--- config.mk ---
export PLATFORM = sky130hd
export DESIGN_NAME = rf_access_scheduler
export DESIGN_NICKNAME = d
export VERILOG_FILES = /design/src/rtl/rf_access_pkg.sv /design/src/rtl/rf_rr_arbiter.sv /design/src/rtl/rf_access_scheduler.sv
export SDC_FILE = /design/constraint.sdc
export NUM_CORES = 1
export LEC_CHECK = 0
export CAP_MARGIN = 20
export CORE_AREA = 5 5 124 126
export CTS_BUF_LIST = sky130_fd_sc_hd__clkbuf_8 sky130_fd_sc_hd__clkbuf_16
export CTS_CLUSTER_SIZE = 20
export DETAILED_ROUTE_END_ITERATION = 8
export DIE_AREA = 0 0 129 131
export PLACE_DENSITY = 0.82
export RECOVER_POWER = 25
export SYNTH_ARGS = -nofsm -noshare
export SYNTH_HDL_FRONTEND = slang
export SYNTH_HIERARCHICAL = 1
export SYNTH_SLANG_ARGS = --single-unit
--- constraint.sdc ---
create_clock -name clk -period 7.07 [get_ports clk]
set_input_delay 1.414 -clock clk [delete_from_list [all_inputs] [get_ports clk]]
set_output_delay 1.414 -clock clk [all_outputs]
set_load 0.02 [all_outputs]
--- src/rtl/rf_access_pkg.sv ---
// Shared types for the reflection access scheduler: FSM states, access
// opcodes and the captured request record.
package rf_access_pkg;

  localparam int RF_ADDR_W = 16;
  localparam int RF_DATA_W = 32;

  typedef enum logic [1:0] {
    IDLE  = 2'd0,
    ISSUE = 2'd1,
    WAIT  = 2'd2,
    RESP  = 2'd3
  } state_e;

  typedef enum logic {
    OP_GET = 1'b0,
    OP_SET = 1'b1
  } op_e;

  typedef struct packed {
    op_e                  op;
    logic [RF_ADDR_W-1:0] addr;
    logic [RF_DATA_W-1:0] wdata;
  } rf_access_req_t;

  function automatic op_e to_op(input logic write);
    return write ? OP_SET : OP_GET;
  endfunction

endpackage

--- src/rtl/rf_rr_arbiter.sv ---
// Combinational round-robin picker: the first requester after ptr, with
// wrap-around, wins. Nothing is granted while en is low.
module rf_rr_arbiter #(
  parameter  int NUM_REQ = 4,
  localparam int IDX_W   = $clog2(NUM_REQ)
) (
  input  logic [NUM_REQ-1:0] req,
  input  logic [IDX_W-1:0]   ptr,
  input  logic               en,
  output logic [NUM_REQ-1:0] gnt,
  output logic [IDX_W-1:0]   gnt_idx
);

  logic [IDX_W:0]   sum;
  logic [IDX_W-1:0] cand;
  logic             found;

  // Walk ptr+1 .. ptr+NUM_REQ modulo NUM_REQ; ptr itself is checked last.
  always_comb begin
    gnt     = '0;
    gnt_idx = '0;
    found   = 1'b0;
    sum     = '0;
    cand    = '0;
    for (int off = 1; off <= NUM_REQ; off++) begin
      sum = {1'b0, ptr} + (IDX_W+1)'(off);
      if (sum >= (IDX_W+1)'(NUM_REQ)) sum = sum - (IDX_W+1)'(NUM_REQ);
      cand = sum[IDX_W-1:0];
      if (en && !found && req[cand]) begin
        found     = 1'b1;
        gnt[cand] = 1'b1;
        gnt_idx   = cand;
      end
    end
  end

endmodule

--- src/rtl/rf_access_scheduler.sv ---
// Shares one reflection get/set access port among NUM_REQ requesters.
// One transaction in flight at a time, round-robin grant, response timeout,
// response routed back to the issuing requester.
//
//   state | meaning
//   ------+-------------------------------------------------------------
//   IDLE  | arbitrating; req_ready raised for the round-robin winner
//   ISSUE | acc_valid held with stable acc_* until acc_ready
//   WAIT  | counting cycles until acc_rsp_valid or timeout
//   RESP  | one-cycle rsp_valid strobe to the owner, then back to IDLE
module rf_access_scheduler
  import rf_access_pkg::*;
#(
  parameter int NUM_REQ = 4,
  parameter int ADDR_W  = 16,
  parameter int DATA_W  = 32,
  parameter int TIMEOUT = 255
) (
  input  logic                      clk,
  input  logic                      rst,
  input  logic [NUM_REQ-1:0]        req_valid,
  output logic [NUM_REQ-1:0]        req_ready,
  input  logic [NUM_REQ-1:0]        req_write,
  input  logic [NUM_REQ*ADDR_W-1:0] req_addr,
  input  logic [NUM_REQ*DATA_W-1:0] req_wdata,
  output logic [NUM_REQ-1:0]        rsp_valid,
  output logic [DATA_W-1:0]         rsp_rdata,
  output logic                      rsp_error,
  output logic                      acc_valid,
  input  logic                      acc_ready,
  output logic                      acc_write,
  output logic [ADDR_W-1:0]         acc_addr,
  output logic [DATA_W-1:0]         acc_wdata,
  input  logic                      acc_rsp_valid,
  input  logic [DATA_W-1:0]         acc_rdata,
  input  logic                      acc_error
);

  localparam int IDX_W = $clog2(NUM_REQ);
  localparam int CNT_W = $clog2(TIMEOUT + 1);

  if (ADDR_W != RF_ADDR_W || DATA_W != RF_DATA_W) begin : g_width_check
    $error("rf_access_scheduler: ADDR_W/DATA_W must match rf_access_pkg widths");
  end
  if (NUM_REQ < 2 || NUM_REQ > 16) begin : g_num_req_check
    $error("rf_access_scheduler: NUM_REQ must be 2..16");
  end
  if (TIMEOUT < 1 || TIMEOUT > 65535) begin : g_timeout_check
    $error("rf_access_scheduler: TIMEOUT must be 1..65535");
  end

  state_e           state;
  logic [IDX_W-1:0] last_grant;
  logic [IDX_W-1:0] owner;
  logic [CNT_W-1:0] cnt;
  rf_access_req_t   req_q;

  logic [NUM_REQ-1:0] gnt;
  logic [IDX_W-1:0]   gnt_idx;
  logic               arb_en;

  logic [ADDR_W-1:0] addr_arr  [NUM_REQ];
  logic [DATA_W-1:0] wdata_arr [NUM_REQ];

  for (genvar i = 0; i < NUM_REQ; i++) begin : g_unpack
    assign addr_arr[i]  = req_addr[i*ADDR_W +: ADDR_W];
    assign wdata_arr[i] = req_wdata[i*DATA_W +: DATA_W];
  end

  // Grants only open in IDLE; held off during reset so req_ready reads 0.
  assign arb_en = (state == IDLE) && !rst;

  rf_rr_arbiter #(.NUM_REQ(NUM_REQ)) u_arb (
    .req     (req_valid),
    .ptr     (last_grant),
    .en      (arb_en),
    .gnt     (gnt),
    .gnt_idx (gnt_idx)
  );

  assign req_ready = gnt;
  assign acc_write = (req_q.op == OP_SET);
  assign acc_addr  = req_q.addr;
  assign acc_wdata = req_q.wdata;

  // Scheduler FSM with pointer, timeout counter and registered outputs.
  always_ff @(posedge clk) begin
    if (rst) begin
      state      <= IDLE;
      last_grant <= IDX_W'(NUM_REQ - 1);
      owner      <= '0;
      cnt        <= '0;
      req_q      <= '0;
      acc_valid  <= 1'b0;
      rsp_valid  <= '0;
      rsp_rdata  <= '0;
      rsp_error  <= 1'b0;
    end else begin
      unique case (state)
        IDLE: begin
          if (|gnt) begin
            req_q      <= '{op:    to_op(req_write[gnt_idx]),
                            addr:  addr_arr[gnt_idx],
                            wdata: wdata_arr[gnt_idx]};
            owner      <= gnt_idx;
            last_grant <= gnt_idx;
            acc_valid  <= 1'b1;
            state      <= ISSUE;
          end
        end
        ISSUE: begin
          if (acc_ready) begin
            acc_valid <= 1'b0;
            cnt       <= '0;
            state     <= WAIT;
          end
        end
        WAIT: begin
          // A response landing on the timeout cycle takes priority.
          if (acc_rsp_valid) begin
            rsp_rdata <= (req_q.op == OP_SET) ? '0 : acc_rdata;
            rsp_error <= acc_error;
            rsp_valid <= NUM_REQ'(1) << owner;
            state     <= RESP;
          end else if (cnt == CNT_W'(TIMEOUT - 1)) begin
            rsp_rdata <= '0;
            rsp_error <= 1'b1;
            rsp_valid <= NUM_REQ'(1) << owner;
            state     <= RESP;
          end else begin
            cnt <= cnt + CNT_W'(1);
          end
        end
        RESP: begin
          rsp_valid <= '0;
          state     <= IDLE;
        end
        default: state <= IDLE;
      endcase
    end
  end

endmodule

==> results of run 1 <==
[cell families after synthesis]
group,after synthesis,share of synthesized area (%)
mux,60,23.8
flops,101,37.9
buf+inv,49,4.39
compound gates,127,16.2
fa+ha+maj,14,3.28
simple gates,168,14.3
xor+xnor,1,0.164
[cells in the final DEF, fill, tap and decap left out, drive strengths merged, types with 6 or more instances in the layout]
| cell type | count |
|---|---|
| inv | 11 |
| clkdlybuf4s50 | 322 |
| a21oi | 65 |
| nand2 | 115 |
| a22o | 32 |
| ha | 14 |
| buf | 6 |
| nor2 | 11 |
| dfxtp | 101 |
| clkbuf | 11 |
| nand3 | 8 |
| mux4 | 53 |
[worst min-delay path, cell delays in order (launching register included)]
cell	delay, ps
dfxtp_1	310
nand2_1	50
a21oi_1	50
[power groups by stage]
| stage | combinational [mW] | clock, mW | sequential (mW) |
|---|---|---|---|
| global placement | 1.66 | 0 | 0.847 |
| global route | 1.79 | 0.517 | 0.866 |
| floorplan | 0.851 | 0 | 1.02 |
| detailed placement | 1.68 | 0 | 0.856 |
| finish | 1.65 | 0.481 | 0.845 |
| CTS | 1.69 | 0.495 | 0.845 |
[area by class of cell]
cell class,instances,area (um^2),share of cell area [%]
Clock buffer,10,239,2.66
Clock inverter,6,55.1,0.612
Inverter,8,30.0,0.334
Multi-Input combinational cell,370,3090,34.4
Sequential cell,101,2020,22.5
Tap cell,184,230,2.56
Timing Repair Buffer,333,3320,37.0
[per-layer routing]
layer,share of wire [%],wire length [um],track usage [%]
met5,0.10,19,0
met4,2.3,431,6.67
met3,11,2010,9.23
met2,53,10100,38.9
met1,34,6590,22.6
[how the worst min path moves through the flow]
stage	startpoint	end	slack (ps)	cells past startpoint
floorplan	cnt[7]	cnt[7]	460	2
global placement	acc_addr[12]	acc_addr[12]	440	2
detailed placement	acc_wdata[11]	acc_wdata[11]	450	2
CTS	acc_wdata[14]	acc_wdata[14]	450	2
global route	acc_wdata[19]	acc_wdata[19]	470	2
finish	acc_wdata[19]	acc_wdata[19]	450	2
[state kept, by name, indices dropped and copies added, names as in the netlist]
name and flops:
state 2, acc_wdata 32, owner 2, rsp_valid 4
acc_valid 1, acc_write 1, acc_addr 16, last_grant 2
rsp_rdata 32, rsp_error 1, cnt 8
==> impl_results.md, run 1 <==
- Status: finished clean
- Total Power: 2.98 mW
- Top FF cell, synth: dfxtp_1
- Mean Syn Cell Area: 10.3 um^2
- CTS Sinks: 101
- CP startpoint: req_valid[2]
- Post-DP HPWL: 15300 um
- RSZ-0062 raised after global routing: false
- Post-CTS Setup Bufs: 0
- Hold Fails Final Rpt: 0
- CTS tree: done
- Crit path buffers/inverters: 2
- # fillers: 1150
- Nets: 1074
- Cell depth of the worst setup path: 6
- Initial Utilization: 37.6%
- Internal power: 1.78 mW
- CP required: 5660 ps
- Post_cts resized: 0
- Die ar.: 16900 um^2
- Antenna-violating nets left: 0
- Crit-path max FO: 12
- Post-synth top area cell: dfxtp_1
- Mapped Area: 5340 um^2
- Synthesized instance count: 520
- Placed Cells: 996
- Crit path max-delay family: buffers and inverters
- P_sw: 1.20 mW
- Crit-path cells: clkdlybuf4s50_1 -> mux4_2 -> nor2_1 -> and3_1 -> a221o_1 -> clkdlybuf4s50_1
- Die X: 129 um
- Crit path to: req_ready[3]
- CP most frequent cell: clkdlybuf4s50_1
- Largest net degree at the start of global routing: 72
- Crit. End Element: primary output
- Total vias in the final route: 5240
- Vias in the first global route: 5265
- Switching share of power: 40.2%
- Min-Delay Path Class: reg -> reg
- Netlist cell types: 52
- Sequential cell area fraction in the yosys report: 37.9%
- Setup TNS: 0 ps
- # rows: 44
- Non-filler instance count after layout: 1012
- CP max stage delay: 620 ps
- Post-synth net total: 771
- Global placement routability congestion: 0.837
- Comb pwr share: 55.5%
- Share of layout cells above drive strength 1: 11.2%
- CTS max path bufs: 2
- Worst r2r src: last_grant[0]
- Flops & latches, synth: 101
- Cell count of the worst reg-to-reg path: 10
- Post-synth EDFFs: 0
- Clk_skew: 4.68 ps
- Worst-Skew Late Latency: 350 ps
- Worst hold margin: 451 ps
- Area share of the largest cell type after synthesis: 37.9%
- Leak: 3.18 nW
- Fmax: 0.192 GHz
- WL/cell: 18.9 um
- CTS Root Cell: clkbuf_16
- Top post-synthesis cells by area: dfxtp_1 38%, mux4_2 22%, nand2_1 8.1%
- Share of power burned in registers: 28.4%
- Clock slew at reported path FFs: 60 ps
- WP data arrival: 3790 ps
- Part of the cycle the worst path needs: 73.6%
- Placement Cell Area: 8720 um^2
- Area added between synthesis and finish: 68.5%
- Post-route cell area: 8990 um^2
- Final worst slack: 1860 ps
- Iter 0 DRT Violations: 249
- Final WL: 19100 um
- Final setup viols: 0
- Io pins: 328
- WS Path Type: in -> out
- VDD IR max: 0.265 mV
- Drt pass-1 iters: 4
- First-pass GRT wire length: 27900 um
- Vias/cell: 5.18
- FFs w/ async S/R, synth: 0%
- Power Density: 331 nW/um^2
- Actual slew at the worst max-slew pin: 1470 ps
- Antenna diode count: 0
- Slew headroom: 1.88%
- Post-CTS Hold Buffers: 0
- Slowest cell on the critical path: mux4_2
- Final Util: 63.3%
- Nature of the critical path startpoint: primary input
- Fin. max-slew vios: 0
- Post-layout minimum cycle time: 5210 ps
- Clock Power Share: 16.1%
- Chip height: 131 um
- GRT overflow: 0
- Yosys warns: 6
- R2R Path End: acc_addr[9]
- Post-placement worst setup slack: 1880 ps
- GRT Overall Usage: 21.5%
- R2R Setup Slk: 2660 ps
- IO buf count: 327
- DR DRC count: 0
- Htree depth: 3
- Top post-synthesis cells by count: 115 x nand2_1, 101 x dfxtp_1, 65 x a21oi_1, 53 x mux4_2, 32 x a22o_1
- Total core area: 14200 um^2
- Top-count cell post-synth: nand2_1
- Antenna violations before repair: 2
- Cts bufs inserted: 9
- Maxcap violations: 0
(Power assumes the default switching activity.)
==> inputs of run 2 (changes only) <==
CORE_AREA = unset   (was 5 5 124 126)
CORE_MARGIN = 5   (was unset)
CORE_UTILIZATION = 34   (was unset)
DIE_AREA = unset   (was 0 0 129 131)
PLACE_DENSITY = 0.78   (was 0.82)
clock period = 4.65 ns   (was 7.07 ns; I/O delays follow)
==> run 2 against run 1 <==
Against the previous run: worst hold slack improved by 2.3 ps; final cell count increased by 3.8%; clock-buffer cell count decreased by 1; first-iteration DRC count decreased by 12%; sequential share of layout area decreased by 0.38 points; critical path depth unchanged; cell area increased by 1.7%; worst setup slack got worse by 1400 ps; flip-flop and latch count unchanged; clock skew increased by 2.5 ps.
==> impl_results.md, run 2 (synthesis results as in run 1) <==
- Hold Fails Final Rpt: 0 (unchanged)
- Io pins: 328 (unchanged)
- Vias in the first global route: 5639 (+7.1%)
- Slew headroom: 19.2% (+17 points)
- Post-CTS Setup Bufs: 0 (unchanged)
- GRT Overall Usage: 21.2% (-0.28 points)
- Placement Cell Area: 8880 um^2 (+1.9%)
- Maxcap violations: 0 (unchanged)
- Final WL: 20100 um (+5.5%)
- CTS max path bufs: 2 (unchanged)
- Antenna-violating nets left: 0 (unchanged)
- Largest net degree at the start of global routing: 72 (unchanged)
- Crit-path cells: clkdlybuf4s50_1 -> mux4_2 -> nor2_1 -> and3_1 -> a221o_1 -> clkdlybuf4s50_1
- Min-Delay Path Class: reg -> reg
- Worst-Skew Late Latency: 350 ps (about the same)
- Part of the cycle the worst path needs: 90.7%
- Initial Utilization: 34.8% (-2.7 points)
- Switching share of power: 40.3% (+0.099 points)
- IO buf count: 327 (unchanged)
- Chip height: 135 um (+3.3%)
- Commonest cells after routing, fill and taps aside: 296 x clkdlybuf4s50_1, 115 x nand2_1, 101 x dfxtp_1
- Clock slew at reported path FFs: 70 ps (about the same)
- Share of layout cells above drive strength 1: 12.2% (+0.94 points)
- Fin. max-slew vios: 0 (unchanged)
- RSZ-0062 raised after global routing: false
- Total core area: 15300 um^2 (+7.8%)
- CP max stage delay: 610 ps (about the same)
- Antenna violations before repair: 1 (-1)
- Crit path max-delay family: buffers and inverters
- Setup TNS: 0 ps (unchanged)
- WS Path Type: in -> out
- Die X: 135 um (+4.9%)
- Vias/cell: 5.09 (-1.6%)
- Fmax: 0.237 GHz
- WP data arrival: 3290 ps (-500 ps)
- Internal power: 2.77 mW (+55%)
- Crit path buffers/inverters: 2 (unchanged)
- Iter 0 DRT Violations: 219 (-12%)
- Actual slew at the worst max-slew pin: 1200 ps (-269 ps)
- Most common cell after layout, fill and taps aside: clkdlybuf4s50_1
- Final Util: 59.7% (-3.6 points)
- Clock Power Share: 15.9% (-0.2 points)
- Crit. End Element: primary output
- # rows: 45 (+2.3%)
- GRT overflow: 0 (unchanged)
- Nature of the critical path startpoint: primary input
- CP most frequent cell: clkdlybuf4s50_1
- Share of power burned in registers: 27.2% (-1.2 points)
- Area added between synthesis and finish: 71.4%
- Nets: 1084 (+0.93%)
- Total vias in the final route: 5348 (+2.1%)
- CTS Sinks: 101 (unchanged)
- Power Density: 507 nW/um^2 (+53%)
- Post_cts resized: 0 (unchanged)
- Die ar.: 18300 um^2 (+8.3%)
- CTS Root Cell: clkbuf_16
- Drt pass-1 iters: 4 (unchanged)
- Post-CTS Hold Buffers: 0 (unchanged)
- Crit-path max FO: 12 (unchanged)
- Leak: 3.34 nW (+5.0%)
- Htree depth: 3 (unchanged)
- Final setup viols: 0 (unchanged)
- Global placement routability congestion: 0.832 (-0.66%)
- Cts bufs inserted: 9 (unchanged)
- Post-layout minimum cycle time: 4220 ps
- Post-route cell area: 9150 um^2 (+1.7%)
- Comb pwr share: 56.8% (+1.3 points)
- First-pass GRT wire length: 29900 um (+7.2%)
- Post-DP HPWL: 16100 um (+5.1%)
- Status: finished clean
- CP required: 3720 ps (-1940 ps)
- WL/cell: 19.2 um (+1.7%)
- Clk_skew: 7.22 ps (+2.54 ps)
- P_sw: 1.87 mW (+56%)
- Slowest cell on the critical path: mux4_2
- VDD IR max: 0.303 mV (+14%)
- CTS tree: done
- DR DRC count: 0 (unchanged)
- # fillers: 1327 (+15%)
[run 2: changes by cell type in the layout (fill, tap and decap cells not counted), sizes merged]
| cell | previous run | this run |
|---|---|---|
| inv | 11 | 12 |
| diode | 0 | 1 |
| dlygate4sd3 | 4 | 30 |
| buf | 6 | 17 |
| clkdlybuf4s50 | 322 | 296 |
| clkbuf | 11 | 9 |
[run 2: power by group through the flow]
stage / combinational, mW / clock (mW) / sequential (mW)
floorplan: 1.29 / 0 / 1.55
global placement: 2.67 / 0 / 1.27
detailed placement: 2.69 / 0 / 1.28
CTS: 2.70 / 0.765 / 1.27
global route: 2.85 / 0.798 / 1.30
finish: 2.63 / 0.738 / 1.26
[run 2: stage by stage]
step / power [mW] / hold slack, ps / worst slack (ps) / instances
floorplan: 2.85 / 463 / 1290 / 520
global placement: 3.94 / 440 / 514 / 1032
detailed placement: 3.97 / 446 / 429 / 1033
CTS: 4.73 / 454 / 434 / 1049
global route: 4.94 / 472 / 315 / 1049
finish: 4.63 / 453 / 431 / 1050
[run 2: final timing paths]
path,from,slack [ps],depth (start not counted),endpoint
max,req_valid[2],430,6,req_ready[3]
min,acc_addr[5],450,2,acc_addr[5]
max reg2reg,last_grant[1],910,11,acc_addr[11]
min reg2reg,acc_addr[5],450,2,acc_addr[5]
[run 2: cell type report]
cell class	instances	area [um^2]	share of cell area, %
Sequential cell	101	2020	22.1
Clock buffer	9	225	2.46
Clock inverter	7	67.6	0.739
Multi-Input combinational cell	370	3080	33.6
Antenna cell	1	2.50	0.0274
Inverter	8	30.0	0.328
Tap cell	211	264	2.89
Timing Repair Buffer	343	3460	37.8
[run 2: per-layer routing]
layer  GRT usage, %  vias up  share of wire [%]
li1               -     2548                  -
met1           21.5     2509                 34
met2           39.0      248                 52
met3           7.95       41                9.8
met4           8.45        2                3.4
met5              0        -              0.065
[run 2: worst min-delay path: cells and delay by family, from the launching register on]
kind	cells	cell delay, ps
DFF	1	310
and+or+nand+nor	1	50
AOI/OAI and AO/OA	1	50
